--- config.mk ---
export PLATFORM = sky130hd
export DESIGN_NAME = collatz_sched
export DESIGN_NICKNAME = d
export VERILOG_FILES = /design/src/rtl/collatz_sched.sv
export SDC_FILE = /design/constraint.sdc
export NUM_CORES = 1
export LEC_CHECK = 0
export ABC_AREA = 1
export BUFFER_PORTS_ARGS = -buffer_cell sky130_fd_sc_hd__buf_2
export CORE_UTILIZATION = 40
export CTS_BUF_LIST = sky130_fd_sc_hd__clkbuf_16
export DETAILED_ROUTE_END_ITERATION = 8
export GPL_ROUTABILITY_DRIVEN = 1
export PLACE_DENSITY = 0.65
export SETUP_SLACK_MARGIN = 0.15
export SYNTH_ARGS = -nofsm -noshare
export SYNTH_HDL_FRONTEND = slang
export SYNTH_SLANG_ARGS = --single-unit
--- constraint.sdc ---
create_clock -name clk -period 6.56 [get_ports clk]
set_clock_uncertainty 0.1 [all_clocks]
set_input_delay 1.968 -clock clk [delete_from_list [all_inputs] [get_ports clk]]
set_output_delay 1.968 -clock clk [all_outputs]
set_load 0.1 [all_outputs]
--- src/rtl/collatz_sched.sv ---
`default_nettype none
// +--------------------------------------------------------------------------+
// | collatz / collatz_sched : multi-lane Collatz range sweep into result RAM |
// | Rev 1.0                                                                  |
// +--------------------------------------------------------------------------+

module collatz (
  input  logic        clk,
  input  logic        reset,
  input  logic        go,
  input  logic [31:0] n,
  output logic [31:0] dout
);
  logic [31:0] r_dout;

  // Holds at 1 once reached so the lane sees a stable done.
  always_ff @(posedge clk) begin
    if (reset)
      r_dout <= 32'd0;
    else if (go)
      r_dout <= n;
    else if (r_dout != 32'd1)
      r_dout <= r_dout[0] ? (r_dout + (r_dout << 1) + 32'd1) : (r_dout >> 1);
  end

  assign dout = r_dout;
endmodule

module collatz_sched #(
  parameter int LANES         = 2,
  parameter int RAM_WORDS     = 16,
  parameter int RAM_ADDR_BITS = 4
) (
  input  logic                     clk,
  input  logic                     reset,
  input  logic                     go,
  input  logic [31:0]              start,
  input  logic [RAM_ADDR_BITS-1:0] addr,
  output logic                     busy,
  output logic                     done,
  output logic [15:0]              count
);
  localparam int            c_IW    = RAM_ADDR_BITS + 1;
  localparam int            c_LW    = (LANES > 1) ? $clog2(LANES) : 1;
  localparam logic [c_IW-1:0] c_WORDS = c_IW'(RAM_WORDS);
  localparam logic [15:0]   c_WDOG  = 16'hFFFE;

  localparam logic [1:0] S_IDLE = 2'd0;
  localparam logic [1:0] S_RUN  = 2'd1;
  localparam logic [1:0] S_FIN  = 2'd2;

  localparam logic [1:0] L_IDLE = 2'd0;
  localparam logic [1:0] L_LOAD = 2'd1;
  localparam logic [1:0] L_RUN  = 2'd2;
  localparam logic [1:0] L_WB   = 2'd3;

  logic [1:0]               r_top;
  logic [31:0]              r_base;
  logic [c_IW-1:0]          r_next_idx;
  logic [c_IW-1:0]          r_written;
  logic                     r_busy;
  logic                     r_done;

  logic [1:0]               r_lst  [LANES];
  logic                     r_lgo  [LANES];
  logic [31:0]              r_ln   [LANES];
  logic [15:0]              r_lcnt [LANES];
  logic [15:0]              r_lres [LANES];
  logic [RAM_ADDR_BITS-1:0] r_lidx [LANES];
  logic [31:0]              w_dout [LANES];
  logic                     w_idone[LANES];

  logic [15:0]              r_mem [2**RAM_ADDR_BITS];

  logic                     w_disp_ok;
  logic [c_LW-1:0]          w_disp_lane;
  logic                     w_wb_ok;
  logic [c_LW-1:0]          w_wb_lane;
  logic [RAM_ADDR_BITS-1:0] w_wb_idx;
  logic [15:0]              w_wb_res;

  for (genvar g = 0; g < LANES; g++) begin : g_lane
    collatz u_iter (
      .clk   (clk),
      .reset (reset),
      .go    (r_lgo[g]),
      .n     (r_ln[g]),
      .dout  (w_dout[g])
    );
    assign w_idone[g] = (w_dout[g] == 32'd1);
  end

  // Descending scan so the lowest-index candidate is the one left standing.
  always_comb begin
    w_disp_ok   = 1'b0;
    w_disp_lane = '0;
    w_wb_ok     = 1'b0;
    w_wb_lane   = '0;
    w_wb_idx    = '0;
    w_wb_res    = 16'd0;
    for (int i = LANES - 1; i >= 0; i--) begin
      if (r_lst[i] == L_IDLE) begin
        w_disp_ok   = 1'b1;
        w_disp_lane = c_LW'(i);
      end
      if (r_lst[i] == L_WB) begin
        w_wb_ok   = 1'b1;
        w_wb_lane = c_LW'(i);
        w_wb_idx  = r_lidx[i];
        w_wb_res  = r_lres[i];
      end
    end
    w_disp_ok = w_disp_ok && (r_top == S_RUN) && (r_next_idx < c_WORDS);
    w_wb_ok   = w_wb_ok && (r_top == S_RUN);
  end

  always_ff @(posedge clk) begin
    if (reset) begin
      r_top      <= S_IDLE;
      r_base     <= 32'd0;
      r_next_idx <= '0;
      r_written  <= '0;
      r_busy     <= 1'b0;
      r_done     <= 1'b0;
      for (int i = 0; i < LANES; i++) begin
        r_lst[i]  <= L_IDLE;
        r_lgo[i]  <= 1'b0;
        r_ln[i]   <= 32'd0;
        r_lcnt[i] <= 16'd0;
        r_lres[i] <= 16'd0;
        r_lidx[i] <= '0;
      end
    end else if (go) begin
      r_top      <= S_RUN;
      r_base     <= start;
      r_next_idx <= '0;
      r_written  <= '0;
      r_busy     <= 1'b1;
      r_done     <= 1'b0;
      for (int i = 0; i < LANES; i++) begin
        r_lst[i] <= L_IDLE;
        r_lgo[i] <= 1'b0;
      end
    end else begin
      for (int i = 0; i < LANES; i++)
        r_lgo[i] <= 1'b0;
      if (r_top == S_RUN) begin
        if (r_written == c_WORDS) begin
          r_top  <= S_FIN;
          r_busy <= 1'b0;
          r_done <= 1'b1;
        end
        for (int i = 0; i < LANES; i++) begin
          case (r_lst[i])
            L_IDLE: begin
              if (w_disp_ok && (c_LW'(i) == w_disp_lane)) begin
                r_lst[i]  <= L_LOAD;
                r_lgo[i]  <= 1'b1;
                r_ln[i]   <= r_base + {{(32 - c_IW){1'b0}}, r_next_idx};
                r_lcnt[i] <= 16'd0;
                r_lidx[i] <= r_next_idx[RAM_ADDR_BITS-1:0];
              end
            end
            L_LOAD: r_lst[i] <= L_RUN;
            L_RUN: begin
              if (w_idone[i]) begin
                r_lres[i] <= r_lcnt[i] + 16'd1;
                r_lst[i]  <= L_WB;
              end else if (r_lcnt[i] == c_WDOG) begin
                r_lres[i] <= 16'hFFFF;
                r_lst[i]  <= L_WB;
              end else begin
                r_lcnt[i] <= r_lcnt[i] + 16'd1;
              end
            end
            L_WB: begin
              if (w_wb_ok && (c_LW'(i) == w_wb_lane))
                r_lst[i] <= L_IDLE;
            end
            default: r_lst[i] <= L_IDLE;
          endcase
        end
        if (w_disp_ok)
          r_next_idx <= r_next_idx + c_IW'(1);
        if (w_wb_ok)
          r_written <= r_written + c_IW'(1);
      end
    end
  end

  // A restarting go drops any write landing in the same cycle.
  always_ff @(posedge clk) begin
    if (!reset && !go && w_wb_ok)
      r_mem[w_wb_idx] <= w_wb_res;
  end

  assign busy  = r_busy;
  assign done  = r_done;
  assign count = r_done ? r_mem[addr] : 16'd0;
endmodule

`default_nettype wire

==> impl_metrics.env, run 1 <==
export IMPL_status="finished clean"
export IMPL_clkTransAtPathRegs_ps=60
export IMPL_netlist_top_cells_area="edfxtp_1 (42%), dfxtp_1 (9.3%), nand2_1 (9.2%)"
export IMPL_slowest_stage="buf_2"
export IMPL_track_usage=0.204
export IMPL_p_leak_nw=12.3
export IMPL_crit_type="input pin to output port"
export IMPL_dp_hpwl_mm=49.6
export IMPL_num_antenna_cells=0
export IMPL_chipHeight_um=263
export IMPL_grt_setup_unrepaired="no"
export IMPL_clock_path_buffers=3
export IMPL_routed_wl_mm=71.4
export IMPL_synthDistinctLibCells=49
export IMPL_grt_max_degree=83
export IMPL_die_w_um=263
export IMPL_antenna_found_initial=0
export IMPL_min_period_ps=5930
export IMPL_setup_viol=0
export IMPL_slew_viol_final=0
export IMPL_setup_tns_ps=0
export IMPL_end_kind="output port"
export IMPL_start_util=0.404
export IMPL_synth_edf_count=380
export IMPL_synth_avg_cell_area_um2=8.47
export IMPL_yosysTopAreaCell="edfxtp_1"
export IMPL_stdcell_count=4170
export IMPL_postCtsHoldBufs=0
export IMPL_finalHoldViolCount=0
export IMPL_core_um2=67200
export IMPL_peakVddDrop_v=0.000209
export IMPL_tightest_slew_ps=1110
export IMPL_cts_setup_buffers=0
export IMPL_hp_class="flip-flop to flip-flop"
export IMPL_timing_fmax_ghz=0.169
export IMPL_cp_required_ps=4490
export IMPL_io_pins=57
export IMPL_dp_cells=4070
export IMPL_fin_crit_sh=0.904
export IMPL_synth_async_reset_ratio=0
export IMPL_path_cells="buf_2 > inv_2 > buf_4 > o21ai_0 > o221ai_1 > o211ai_1 > a21oi_2 > buf_2"
export IMPL_drc=0
export IMPL_wl_per_cell_um=17.1
export IMPL_nets=3402
export IMPL_drive_above_1_share=0.0767
export IMPL_yosysSeqAreaShare=0.513
export IMPL_via_count=22000
export IMPL_cts_buffers=53
export IMPL_clock_sinks=506
export IMPL_cts_max_level=2
export IMPL_synth_top_area_share=0.420
export IMPL_dr_pass1_iters=7
export IMPL_powerDensity_nw_per_um2=257
export IMPL_cp_buffers_inverters=4
export IMPL_synth_ff_latch_count=506
export IMPL_critPathArrivalTime_ps=3870
export IMPL_ant_nets=0
export IMPL_cp_common_cell="buf_2"
export IMPL_worst_path_dominant_cell_family="buffers and inverters"
export IMPL_synthCells=3205
export IMPL_root_buffer="clkbuf_16"
export IMPL_syn_area_um2=27100
export IMPL_worstSkewPairLatency_ps=640
export IMPL_max_stage_delay_ps=470
export IMPL_critPathMaxFanout=32
export IMPL_start_kind="input pin"
export IMPL_num_rows=95
export IMPL_routed_via_density=5.28
export IMPL_grt_ovfl_total=0
export IMPL_synth_warnings=0
export IMPL_place_port_buffers=56
export IMPL_synth_ff_type="edfxtp_1"
export IMPL_grt_first_pass_wirelength_mm=113
export IMPL_cts_resized=0
export IMPL_grt_pass1_vias=20600
export IMPL_area_growth_syn_to_layout_pct=11.8
export IMPL_die_area_um2=68900
export IMPL_relSlewSlack=0.256
export IMPL_cts_tree="built"
export IMPL_syn_nets=3355
export IMPL_maxCapViolations=0
export IMPL_gp_congestion=0.924
export IMPL_drt_iter0_drc=2141
[state kept, by name, indices dropped and copies added, names as in the netlist, 2 cells and up, named ones only]
register / count
r_lcnt: 32
r_ln: 64
r_lres: 32
r_base: 32
r_written: 5
r_lst: 4
g_lane.u_iter.dout: 62
r_mem: 256
r_next_idx: 5
r_lgo: 2
r_lidx: 8
[cells in the mapped netlist (all sizes together) (2+ instances only)]
cell type and number:
nand3b 10, xnor2 23, a311oi 3, nand2 664, fa 3, ha 108
edfxtp 380, and2 6, nor3 41, a22oi 4, buf 18, o21ai 258
a21o 2, o22ai 16, o221ai 61, nand3 141, clkinv 4, xor2 32
a31oi 6, inv 429, a21oi 218, o211ai 45, nand4 33, dfxtp 126
and3 2, nor2 440, clkbuf 103, nor4 9, o21bai 7, nor3b 6
[logic make-up (layout without fill, tap and decap cells)]
| family | count (synthesis) | in the layout | share of synthesized area |
|---|---|---|---|
| and+or+nand+nor | 1355 | 1355 | 0.208 |
| AOI/OAI and AO/OA | 624 | 624 | 0.131 |
| buffers and inverters | 554 | 646 | 0.0783 |
| DFF | 506 | 506 | 0.513 |
| adders and majority gates | 111 | 111 | 0.0520 |
| xor gates and xnor gates | 55 | 55 | 0.0177 |
[cell type report]
type	instances	area, um2
Fill cell	6563	36800
Sequential cell	506	13900
Multi-Input combinational cell	2145	11200
Inverter	433	1630
Clock buffer	53	1330
Tap cell	873	1090
Timing Repair Buffer	113	748
Clock inverter	47	432
[power breakdown]
group,leakage (nW),internal [mW],total (mW),switching [mW]
Sequential,4.71,3.54,3.67,0.133
Clock,0.856,1.69,3.02,1.32
Combinational,6.74,0.397,1.11,0.718
[per-layer routing]
layer / vias up / global-route usage / share of wire
li1: 10900 / - / -
met1: 10300 / 0.293 / 0.47
met2: 684 / 0.327 / 0.45
met3: 107 / 0.0226 / 0.065
met4: 0 / 0.0518 / 0.021
met5: - / 0 / 0
[layout by cell type, fill, tap and decap left out, drive strengths merged, types with 2 or more instances in the layout]
cell type	synthesis	routed
fa	3	3
and3	2	2
buf	18	113
o22ai	16	16
clkbuf	103	53
a22oi	4	4
nand3	141	141
nor2	440	440
o221ai	61	61
inv	429	437
a31oi	6	6
o211ai	45	45
xnor2	23	23
o21bai	7	7
nand4	33	33
nor3	41	41
xor2	32	32
and2	6	6
a21o	2	2
nor3b	6	6
a21oi	218	218
bufinv	0	5
ha	108	108
dfxtp	126	126
clkinv	4	30
nand2	664	664
o21ai	258	258
a311oi	3	3
nor4	9	9
nand3b	10	10
edfxtp	380	380
clkinvlp	0	8
[tightest hold or removal path: stages, from the launching register on]
cell and delay, ps:
dfxtp_1 320, inv_1 60, a21oi_1 50
[path summary, 6_finish.rpt]
kind | from | end | slack [ps] | cells after the start
min | r_written[3]$_SDFFE_PP0P_ | r_written[3]$_SDFFE_PP0P_ | 390 | 2
max reg2reg | g_lane[1].u_iter.dout[0]$_SDFFE_PP0P_ | g_lane[1].u_iter.dout[31]$_SDFFE_PP0P_ | 3060 | 13
max | addr[1] | count[8] | 630 | 8
min reg2reg | r_written[3]$_SDFFE_PP0P_ | r_written[3]$_SDFFE_PP0P_ | 390 | 2
[stage by stage]
step	cell area, um2	util	hold WS (ps)	power, mW	setup WS (ps)
3_5_place_dp	28600	0.426	380	4.85	650
6_report	30400	0.452	386	7.80	627
2_1_floorplan	27200	-	354	4.54	549
3_3_place_gp	28600	0.426	376	4.83	672
4_1_cts	30400	0.452	388	7.85	643
5_1_grt	30400	0.452	425	8.13	533
Power figures use the tool's default switching activity.
==> run 2, diff against run 1 <==
- ABC_CLOCK_PERIOD_IN_PS: default -> 6560
- RECOVER_POWER: default -> 50
- SLEW_MARGIN: default -> 20
==> run 2 against run 1 <==
  * The flow now finishes with violations (max-capacitance violations, max-slew violations)
  * Global-route usage stayed put
  * Cell count stayed put
  * Critical path depth stayed put
  * Total power hardly changed
  * Sequential cell count stayed put
  * Via count is 0.26% higher
  * Maximum frequency is 0.29% lower
  * Non-clock buffer count stayed put
  * Critical endpoint unchanged
  * Largest cell class unchanged
  * Highest routed layer unchanged
==> impl_metrics.env, run 2 (synthesis results as in run 1) <==
export IMPL_cts_max_level=2
export IMPL_grt_first_pass_wirelength_mm=113
export IMPL_finalPower_mw=7.80
export IMPL_num_antenna_cells=0
export IMPL_clkTransAtPathRegs_ps=60
export IMPL_cts_resized=0
export IMPL_rrSetupSlack_ps=1100
export IMPL_hp_start="r_written[3]$_SDFFE_PP0P_"
export IMPL_status="finished with violations"
export IMPL_cp_required_ps=4490
export IMPL_route_met3_wl_mm=4.41
export IMPL_timing_fmax_ghz=0.168
export IMPL_most_common_layout_cells="nand2_1 (663), inv_1 (427), nor2_1 (412)"
export IMPL_routed_wl_mm=71.5
export IMPL_die_w_um=263
export IMPL_dp_hpwl_mm=49.6
export IMPL_highest_layer="met4"
export IMPL_min_period_ps=5950
export IMPL_num_rows=95
export IMPL_wl_met1_mm=33.4
export IMPL_hp_class="flip-flop to flip-flop"
export IMPL_worstSkewPairLatency_ps=630
export IMPL_postCtsHoldBufs=0
export IMPL_start_kind="input pin"
export IMPL_grt_pass1_vias=20600
export IMPL_clock_path_buffers=3
export IMPL_post_route_util=0.450
export IMPL_ff2ff_path_depth=12
export IMPL_r2r_end="g_lane[1].u_iter.dout[15]$_SDFFE_PP0P_"
export IMPL_crit_end="count[8]"
export IMPL_critPathMaxFanout=32
export IMPL_violations="max-capacitance violations, max-slew violations"
export IMPL_critPathArrivalTime_ps=3880
export IMPL_powerDensity_nw_per_um2=258
export IMPL_p_leak_nw=12.2
export IMPL_area_growth_syn_to_layout_pct=11.4
export IMPL_track_usage=0.204
export IMPL_crit_start="addr[1]"
export IMPL_cts_tree="built"
export IMPL_drive_above_1_share=0.0689
export IMPL_worstReg2RegStart="g_lane[1].u_iter.dout[0]$_SDFFE_PP0P_"
export IMPL_worst_slack_ps=610
export IMPL_clock_sinks=506
export IMPL_cts_setup_buffers=0
export IMPL_multi_input_area_um2=11200
export IMPL_dr_pass1_iters=8
export IMPL_core_um2=67200
export IMPL_chipHeight_um=263
export IMPL_die_area_um2=68900
export IMPL_fillers=6586
export IMPL_drt_iter0_drc=2044
export IMPL_grt_ovfl_total=0
export IMPL_via_count=22100
export IMPL_root_buffer="clkbuf_16"
export IMPL_mostFrequentLayoutCell="nand2_1"
export IMPL_largest_reg_flops=256
export IMPL_maxCapViolations=5
export IMPL_cts_buffers=53
export IMPL_pre_cts_slack_ps=650
export IMPL_finalHoldViolCount=0
export IMPL_routed_via_density=5.29
export IMPL_antenna_found_initial=0
export IMPL_wl_per_cell_um=17.2
export IMPL_grt_max_degree=83
export IMPL_place_port_buffers=56
export IMPL_relSlewSlack=-0.487
export IMPL_end_kind="output port"
export IMPL_final_seq_area_um2=13900
export IMPL_setup_viol=0
export IMPL_ant_nets=0
export IMPL_crit_type="input pin to output port"
export IMPL_drc=0
export IMPL_peakVddDrop_v=0.000208
export IMPL_nets=3402
export IMPL_grt_setup_unrepaired="no"
export IMPL_tightest_slew_ps=2230
export IMPL_gp_congestion=0.924
export IMPL_io_pins=57
export IMPL_fin_crit_sh=0.907
export IMPL_start_util=0.404
export IMPL_setup_tns_ps=0
export IMPL_regMostFlops="r_mem"
export IMPL_slew_viol_final=199
export IMPL_dr_wl_met2_mm=32.2
[run 2: critical path, cell delays in order]
cell and delay, ps:
buf_2 250, inv_2 110, buf_4 300, o21ai_0 140, o221ai_1 190, o211ai_1 170
a21oi_2 260, buf_2 470
[run 2: power breakdown]
group | internal (mW) | leakage (nW) | total [mW] | switching [mW]
sequential | 3.54 | 4.71 | 3.67 | 0.133
clock | 1.69 | 0.856 | 3.02 | 1.32
combinational | 0.397 | 6.62 | 1.11 | 0.716
[run 2: cell type report]
class                           instances  share of cell area
Tap cell                              873              0.0361
Timing Repair Buffer                  113              0.0222
Inverter                              433              0.0538
Sequential cell                       506               0.461
Multi-Input combinational cell       2145               0.369
Clock inverter                         47              0.0143
Clock buffer                           53              0.0439
[run 2: routing by layer]
layer  global-route usage  up-vias
met3               0.0226      109
met5                    0        -
li1                     -    10900
met4               0.0518        0
met2                0.327      709
met1                0.293    10400
[run 2: worst min-delay path by stage]
stage | end | slack (ps) | cells after the start
detailed placement | r_written[3]$_SDFFE_PP0P_ | 380 | 2
global route | r_written[3]$_SDFFE_PP0P_ | 430 | 2
global placement | r_written[3]$_SDFFE_PP0P_ | 380 | 2
floorplan | r_base[31]$_SDFFE_PP0P_ | 350 | 2
CTS | r_written[3]$_SDFFE_PP0P_ | 390 | 2
finish | r_written[3]$_SDFFE_PP0P_ | 390 | 2
[run 2: metrics by stage]
| stage | std cells | cell area (um2) | hold WS [ps] |
|---|---|---|---|
| 2_1_floorplan | 3205 | 27200 | 354 |
| 3_3_place_gp | 4070 | 28600 | 376 |
| 3_5_place_dp | 4070 | 28600 | 380 |
| 4_1_cts | 4170 | 30400 | 388 |
| 5_1_grt | 4170 | 30200 | 426 |
| 6_report | 4170 | 30200 | 387 |
